[config.mk]
export PLATFORM = sky130hd
export DESIGN_NAME = jmp_fetch_unit
export DESIGN_NICKNAME = d
export VERILOG_FILES = /design/src/rtl/jmp_fetch_unit.sv
export SDC_FILE = /design/constraint.sdc
export NUM_CORES = 1
export LEC_CHECK = 0
export ABC_AREA = 1
export BUFFER_PORTS_ARGS = -buffer_cell sky130_fd_sc_hd__clkbuf_2
export CAP_MARGIN = 0
export CORE_MARGIN = 4
export CORE_UTILIZATION = 40
export CTS_CLUSTER_SIZE = 10
export DETAILED_ROUTE_END_ITERATION = 6
export PLACE_DENSITY = 0.7
export SYNTH_ARGS = -nofsm -noshare
export SYNTH_HDL_FRONTEND = slang
export SYNTH_SLANG_ARGS = --single-unit
[constraint.sdc]
create_clock -name clk -period 3.7 [get_ports clk]
set_clock_uncertainty 0.05 [all_clocks]
set_input_delay 0.37 -clock clk [delete_from_list [all_inputs] [get_ports clk]]
set_output_delay 0.37 -clock clk [all_outputs]
set_load 0.01 [all_outputs]
[src/rtl/jmp_fetch_unit.sv]
// Fetch stage holding PC and the IF/ID register.
// Resolves JMP/CALL in decode with a one-bubble redirect.
module jmp_fetch_unit #(
    parameter logic [7:0] RESET_PC        = 8'h00,
    parameter logic [7:0] NOP             = 8'h00,
    parameter bit         USE_BOOT_VECTOR = 1'b1
) (
    input  logic       clk,
    input  logic       rst_n,
    output logic [7:0] imem_addr,
    input  logic [7:0] imem_data,
    input  logic       stall_d,
    input  logic [1:0] SHD,
    input  logic [7:0] rb_data,
    input  logic [7:0] alu_res_ex,
    input  logic [7:0] data_out_mem,
    input  logic       stall_ext,
    input  logic       redirect_ex,
    input  logic [7:0] redirect_pc_ex,
    output logic [7:0] IR,
    output logic [7:0] pc_d,
    output logic [7:0] pc_plus1_d,
    output logic       valid_d,
    output logic       jmp_taken_d,
    output logic       call_d
);

    typedef enum logic [0:0] {
        BOOT = 1'b0,
        RUN  = 1'b1
    } state_t;

    state_t     state_q, state_d;
    logic [7:0] pc_q, pc_n;
    logic [7:0] ir_q, ir_d;
    logic [7:0] dpc_q, dpc_d;
    logic       valid_q, valid_d_n;
    logic [7:0] target;
    logic       is_jmp;

    always_ff @(posedge clk or negedge rst_n) begin
        if (!rst_n) begin
            state_q <= USE_BOOT_VECTOR ? BOOT : RUN;
        end else begin
            state_q <= state_d;
        end
    end

    always_comb begin
        state_d = state_q;
        unique case (state_q)
            BOOT:    if (!stall_ext) state_d = RUN;
            RUN:     state_d = RUN;
            default: state_d = RUN;
        endcase
    end

    always_comb begin
        unique case (SHD)
            2'd1:    target = alu_res_ex;
            2'd2:    target = data_out_mem;
            default: target = rb_data;
        endcase
    end

    assign is_jmp = (ir_q[7:4] == 4'd11) & ~ir_q[3] & valid_q;

    assign jmp_taken_d = is_jmp & ~stall_d & ~stall_ext
                       & ~redirect_ex & (state_q == RUN);
    assign call_d      = jmp_taken_d & ir_q[2];

    // Datapath next-state; the order below is the redirect priority.
    always_comb begin
        pc_n      = pc_q;
        ir_d      = ir_q;
        dpc_d     = dpc_q;
        valid_d_n = valid_q;
        if (state_q == BOOT) begin
            if (!stall_ext) pc_n = imem_data;
        end else if (stall_ext) begin
            pc_n = pc_q;
        end else if (redirect_ex) begin
            pc_n      = redirect_pc_ex;
            ir_d      = NOP;
            valid_d_n = 1'b0;
        end else if (stall_d) begin
            pc_n = pc_q;
        end else if (jmp_taken_d) begin
            pc_n      = target;
            ir_d      = NOP;
            valid_d_n = 1'b0;
        end else begin
            ir_d      = imem_data;
            dpc_d     = pc_q;
            pc_n      = pc_q + 8'd1;
            valid_d_n = 1'b1;
        end
    end

    always_ff @(posedge clk or negedge rst_n) begin
        if (!rst_n) begin
            pc_q    <= RESET_PC;
            ir_q    <= NOP;
            dpc_q   <= 8'h00;
            valid_q <= 1'b0;
        end else begin
            pc_q    <= pc_n;
            ir_q    <= ir_d;
            dpc_q   <= dpc_d;
            valid_q <= valid_d_n;
        end
    end

    assign imem_addr  = pc_q;
    assign IR         = ir_q;
    assign pc_d       = dpc_q;
    assign pc_plus1_d = dpc_q + 8'd1;
    assign valid_d    = valid_q;

endmodule

==> results of run 1 <==
==> metal layers <==
layer | share of wire (%) | track usage (%) | routed length, microns | vias up
met5 | 0 | 0 | 0 | -
met4 | 1.2 | 4.08 | 59 | 0
met3 | 7.5 | 2.51 | 360 | 7
met2 | 48 | 29.8 | 2310 | 78
met1 | 43 | 22.8 | 2070 | 863
li1 | - | - | - | 1006
==> cells in the final DEF (no fill, tap or decap) <==
cell,n
o22ai_1,7
a21oi_1,20
inv_1,37
mux2i_1,1
o21ai_0,3
clkbuf_8,4
o21ai_2,7
nor2_1,27
a21oi_2,1
xnor2_1,2
o22ai_2,1
ha_1,4
nor3_1,1
nand3_1,24
nand4_1,2
a211oi_4,1
inv_2,2
nand3_4,1
xor2_1,6
clkbuf_2,81
nand2_1,87
dfrtp_1,26
==> cell usage after synthesis <==
| cell | count |
|---|---|
| nand2_1 | 87 |
| inv_1 | 37 |
| nor2_1 | 27 |
| dfrtp_1 | 26 |
| nand3_1 | 24 |
| a21oi_1 | 20 |
| o21ai_2 | 7 |
| o22ai_1 | 7 |
| xor2_1 | 6 |
| clkbuf_1 | 5 |
| ha_1 | 4 |
| o21ai_0 | 3 |
| buf_2 | 2 |
| buf_6 | 2 |
| inv_2 | 2 |
| nand4_1 | 2 |
| xnor2_1 | 2 |
| a211oi_4 | 1 |
| a21oi_2 | 1 |
| buf_1 | 1 |
| mux2i_1 | 1 |
| nand3_4 | 1 |
| nor3_1 | 1 |
| o22ai_2 | 1 |
==> power breakdown <==
part / total (W) / switching, W / internal [W]
registers: 0.000378 / 0.0000510 / 0.000327
logic: 0.000333 / 0.000194 / 0.000139
clock network: 0.000185 / 0.0000902 / 0.0000952
total: 0.000897 / 0.000335 / 0.000562
==> worst max path at each step <==
| stage | startpoint | endpoint | slack [ps] | depth (start not counted) |
|---|---|---|---|---|
| detailed placement | redirect_ex | pc_d[0] | 1610 | 6 |
| CTS | valid_d | jmp_taken_d | 1590 | 5 |
| finish | valid_d | jmp_taken_d | 1600 | 5 |
| global placement | redirect_ex | pc_d[0] | 1740 | 6 |
| global route | valid_d | jmp_taken_d | 1430 | 5 |
| floorplan | SHD[0] | imem_addr[7] | 2080 | 9 |
==> sequential cells by signal (all words and copies together), names as in the netlist <==
name	count
state_q	1
imem_addr	8
valid_d	1
IR	8
pc_d	8
==> stage by stage <==
step	cell area [sq um]	instances	worst slack [ps]
2_1_floorplan	1830	270	2080
3_3_place_gp	2240	393	1740
3_5_place_dp	2240	393	1610
4_1_cts	2300	397	1590
5_1_grt	2300	397	1430
6_report	2300	397	1600
==> kinds of logic after synthesis <==
group	share of synthesized area [%]
adder cells (fa/ha/maj)	2.74
AND/OR/NAND/NOR	31.9
XOR/XNOR	3.84
buffers and inverters	11.0
AO/OA/AOI/OAI	14.3
flip-flops	35.6
multiplexers	0.548
==> layout make-up <==
| cell class | instances | area [sq um] |
|---|---|---|
| Inverter | 39 | 146 |
| Timing Repair Buffer | 81 | 405 |
| Multi-Input combinational cell | 195 | 975 |
| Clock buffer | 4 | 55.1 |
| Fill cell | 453 | 2090 |
| Sequential cell | 26 | 651 |
| Tap cell | 52 | 65.1 |
==> summary.txt, run 1 <==
Worst setup path
  – Max FO, Critical Path: 11
  – FF-to-FF setup slack: 1630 ps
  – Critical Path Max Stage Delay: 420 ps
  – R2R depth: 5
  – WP buf/inv: 2
  – Crit path cell chain: nand2_1 > nor2_1 > nand4_1 > inv_1 > clkbuf_2
  – Worst setup EP type: output port
  – Critical Path AT: 1680 ps
  – Worst Path Required: 3280 ps
  – Critical path's slowest cell: nand4_1
  – R2r endpoint: pc_d[0]
  – WS Path Type: flip-flop to output port
  – Critical path's top delay family: simple AND/OR/NAND/NOR gates
  – Worst reg2reg startpoint: state_q
  – Critical Path Start Type: flip-flop

CTS
  – Clock Root Buffer: clkbuf_8
  – CTS Buf Count: 3
  – Worst-skew pair later-pin latency: 270 ps
  – Register clock-pin slew on the reported worst setup and hold paths: 90 ps
  – CTS tree: yes
  – H-tree Lvls: 1
  – Sink Count: 26
  – Longest Clk Path Bufs: 2
  – Post-cts sizing count: 0
  – Postcts setup bufs: 0
  – CTS Hold Bufs: 0

Place
  – HPWL after DPL: 3920 microns
  – GPL Wtd Cong: 0.837
  – IO Port Bufs: 81

Routing
  – Router iterations before antenna repair: 6
  – DRC Markers: 0
  – Iteration-0 DRC Markers: 112
  – WL final: 4810 microns
  – WL/cell: 12.1 microns
  – Via count: 1,954
  – Drt via density: 4.92
  – Routed Antenna Nets: 0

Synthesis
  – Mean Syn Cell Area: 6.77 sq um
  – Synth top area cells: dfrtp_1 (36%), nand2_1 (18%), inv_1 (7.6%), nand3_1 (6.6%), nor2_1 (5.5%)
  – Top-area cell type share of the netlist area: 35.6%
  – Synth cell types: 24
  – Cells after Synth: 270
  – Warnings from Yosys: 0
  – Leading area contributor after synthesis: dfrtp_1
  – Syn Nets: 321
  – Sequential-to-total area share from yosys stat: 35.6%
  – Flops & latches, synth: 26
  – Post-Syn Area: 1830 sq um

Die
  – Initial Util: 41.7%
  – # IOs: 82
  – Die X: 75.6 microns
  – Core Box Area: 4380 sq um
  – Die H: 75.6 microns
  – Rows: 24
  – Die area: 5710 sq um

STA
  – RSZ-0062 raised after global routing: false
  – Max Slew Vio Count: 0
  – Setup violators final: 0
  – Setup TNS: 0 ps
  – Fin crit period: 2100 ps
  – Endpoints failing hold: 0
  – Slew headroom: 55.7%
  – Slew @ Worst Pin: 665 ps
  – Fmax: 476 MHz
  – WHS: 61.1 ps
  – Final worst path period share: 56.8%

Global route
  – Global-route wire length before repair: 7770 microns
  – Pin count of the biggest net entering global routing: 27
  – Total track usage: 17.3%
  – Remaining global-route overflow: 0
  – Vias in the first global route: 1,808
  – Initial antenna violation count: 0

Hold path
  – Worst hold path type: primary input to asynchronous set/reset pin

Pwr
  – PwrDens: 390 nW/um^2
  – Leak pwr: 1.35 nW
  – VDD IR max: 128 uV
  – Tot Pwr: 0.000897 W

Final layout
  – NumNets Final: 397
  – Fin util: 52.4%
  – Antenna fix cells: 0
  – Layout cells sized above 1: 28.4%
  – Area grow syn2layout: 25.8%

Run status
  – Status: finished clean

Run
  – Max Cap Viol: 0
(Power assumes the default switching activity.)
==> run 2: changes to the inputs <==
--- a/config.mk
+++ b/config.mk
@@ -12,7 +12,7 @@
 export CORE_UTILIZATION = 40
 export CTS_CLUSTER_SIZE = 10
 export DETAILED_ROUTE_END_ITERATION = 6
-export PLACE_DENSITY = 0.7
+export PLACE_DENSITY = 0.72
 export SYNTH_ARGS = -nofsm -noshare
 export SYNTH_HDL_FRONTEND = slang
 export SYNTH_SLANG_ARGS = --single-unit
==> constraint.sdc (replaced) <==
create_clock -name clk -period 1.76 [get_ports clk]
set_clock_uncertainty 0.05 [all_clocks]
set_input_delay 0.176 -clock clk [delete_from_list [all_inputs] [get_ports clk]]
set_output_delay 0.176 -clock clk [all_outputs]
set_load 0.01 [all_outputs]
==> run 2 against run 1 <==
Against the previous run: wire length shrank 2.6%; flip-flop and latch count is the same; sequential share of layout area shrank 1.1 points; die area is the same; non-clock buffer count grew 9; global-route usage shrank 0.79 points; setup slack lost 1500 ps; clock power grew 110%; combinational power grew 120%; first-iteration DRC count shrank 46%; core utilization grew 2.1 points; total power grew 110%; critical endpoint is now pc_plus1_d[6]; largest cell class unchanged; largest power group unchanged.
==> summary.txt, run 2 (same netlist as run 1, synthesis figures left out) <==
Run status
  – Status: finished clean (unchanged)

Pwr
  – Leak pwr: 1.39 nW (was 1.35 nW)
  – Psw: 0.000700 W (was 0.000335 W)
  – PwrDens: 798 nW/um^2 (was 390 nW/um^2)
  – VDD IR max: 390 uV (was 128 uV)
  – Int Power: 0.00121 W (was 0.000562 W)
  – Clk network pwr share: 20.0% (was 20.7%)
  – Seq pwr share: 42.0% (was 42.2%)
  – Net Sw Frac: 36.7% (was 37.4%)
  – Comb power frac: 38.0% (was 37.1%)

Run
  – Max Cap Viol: 0 (unchanged)

CTS
  – Register clock-pin slew on the reported worst setup and hold paths: 90 ps (about the same)
  – CTS tree: yes (unchanged)
  – Clock Root Buffer: clkbuf_8 (unchanged)
  – Sink Count: 26 (unchanged)
  – CTS Buf Count: 3 (unchanged)
  – Worst-skew pair later-pin latency: 260 ps (was 270 ps)
  – H-tree Lvls: 1 (unchanged)
  – Longest Clk Path Bufs: 2 (unchanged)

Worst setup path
  – Worst setup EP type: output port (unchanged)
  – Critical Path Start Type: flip-flop (unchanged)
  – Worst Path Required: 1530 ps (was 3280 ps)
  – Max FO, Critical Path: 4 (was 11)
  – WS Path Type: flip-flop to output port (unchanged)
  – Critical Path AT: 1470 ps (was 1680 ps)

STA
  – Final worst path period share: 96.1%
  – WHS: 80.7 ps (was 61.1 ps)
  – Max Slew Vio Count: 0 (unchanged)
  – Fmax: 591 MHz
  – Setup violators final: 0 (unchanged)
  – Fin crit period: 1690 ps
  – Setup TNS: 0 ps (unchanged)
  – RSZ-0062 raised after global routing: true (was false)
  – Endpoints failing hold: 0 (unchanged)
  – Slew @ Worst Pin: 651 ps (was 665 ps)
  – Slew headroom: 56.6% (was 55.7%)

Final layout
  – Layout cells sized above 1: 30.8% (was 28.4%)
  – Antenna fix cells: 0 (unchanged)
  – Area grow syn2layout: 30.8% (was 25.8%)
  – Fin util: 54.5% (was 52.4%)
  – Commonest non-fill, non-tap cells in the layout: nand2_1 (87), clkbuf_2 (80), inv_1 (37), nor2_1 (27), dfrtp_1 (26) (was nand2_1 (87), clkbuf_2 (81), inv_1 (37), nor2_1 (27), dfrtp_1 (26))
  – NumNets Final: 406 (was 397)
  – Most common cell after layout, fill and taps aside: nand2_1 (unchanged)

Place
  – GPL Wtd Cong: 0.828 (was 0.837)
  – IO Port Bufs: 81 (unchanged)
  – HPWL after DPL: 3860 microns (was 3920 microns)

Global route
  – Initial antenna violation count: 0 (unchanged)
  – Remaining global-route overflow: 0 (unchanged)
  – Vias in the first global route: 1,804 (was 1,808)
  – Global-route wire length before repair: 7510 microns (was 7770 microns)
  – Total track usage: 16.5% (was 17.3%)
  – Pin count of the biggest net entering global routing: 27 (unchanged)

Hold path
  – Worst hold path type: primary input to flip-flop (was primary input to asynchronous set/reset pin)

Die
  – Die X: 75.6 microns (unchanged)
  – Die H: 75.6 microns (unchanged)
  – Core Box Area: 4380 sq um (unchanged)
  – Rows: 24 (unchanged)
  – # IOs: 82 (unchanged)
  – Die area: 5710 sq um (unchanged)
  – Initial Util: 41.7% (unchanged)

Routing
  – Iteration-0 DRC Markers: 61 (was 112)
  – Via count: 1,907 (was 1,954)
  – DRC Markers: 0 (unchanged)
  – Routed Antenna Nets: 0 (unchanged)
  – WL/cell: 11.5 microns (was 12.1 microns)
  – Drt via density: 4.70 (was 4.92)
  – Router iterations before antenna repair: 4 (was 6)
  – WL final: 4680 microns (was 4810 microns)
## run 2: cell count changes in the layout (fill, tap and decap cells not counted), sizes merged
cell | before | now
dlygate4sd3 | 0 | 1
buf | 0 | 9
clkbuf | 85 | 84
## run 2: through the flow
| step | std cells | worst slack, ps | cell area, sq um | power (W) |
|---|---|---|---|---|
| 2_1_floorplan | 270 | 235 | 1830 | 0.00122 |
| 3_3_place_gp | 398 | 239 | 2280 | 0.00150 |
| 3_5_place_dp | 398 | 222 | 2280 | 0.00151 |
| 4_1_cts | 403 | 32.1 | 2350 | 0.00189 |
| 5_1_grt | 406 | -38.7 | 2390 | 0.00206 |
| 6_report | 406 | 68.2 | 2390 | 0.00191 |
## run 2: path summary, 6_finish.rpt
check | from | to | slack (ps) | cells past startpoint
max reg2reg | valid_d | pc_d[0] | 240 | 7
min in group asynchronous | rst_n | pc_d[4] | 420 | 2
min | stall_ext | state_q | 80 | 2
max | pc_d[0] | pc_plus1_d[6] | 70 | 5
max in group asynchronous | rst_n | IR[3] | 820 | 2
min reg2reg | pc_d[7] | pc_d[7] | 490 | 2
## run 2: layer usage
layer / track usage (%) / up-vias / wire length [microns]
met5: 0 / - / 0
met4: 3.11 / 0 / 38
met3: 3.30 / 4 / 417
met2: 28.8 / 69 / 2200
met1: 21.2 / 811 / 2020
li1: - / 1023 / -
## run 2: what timing repair did
action                                  in CTS  in global routing
gates resized for setup                      1                  4
endpoints found under the setup margin       1                  3
hold buffers                                 1                  0
pin swaps                                    0                  3
setup buffers                                0                  3
cloned                                       0                  0
hold endpoints to repair                    26                  0
## run 2: power groups by stage
stage	Clock (W)	Combinational (W)	Sequential, W
after floorplan	0	0.000388	0.000832
after global placement	0	0.000690	0.000806
after detailed placement	0	0.000705	0.000807
after CTS	0.000386	0.000712	0.000795
after global routing	0.000420	0.000821	0.000818
final	0.000380	0.000725	0.000801
## run 2: critical path, cell delays in order, from the launching register on
cell and delay (ps):
dfrtp_1 450, ha_4 170, nand3_2 80, nor3_2 210, xor2_1 150, buf_2 150
## run 2: cell type report
cell class	instances	area, sq um
multi-input combinational	195	997
inverter	39	146
fill	426	1990
clock buffer	4	55.1
timing repair buffer	90	475
sequential	26	651
tap	52	65.1
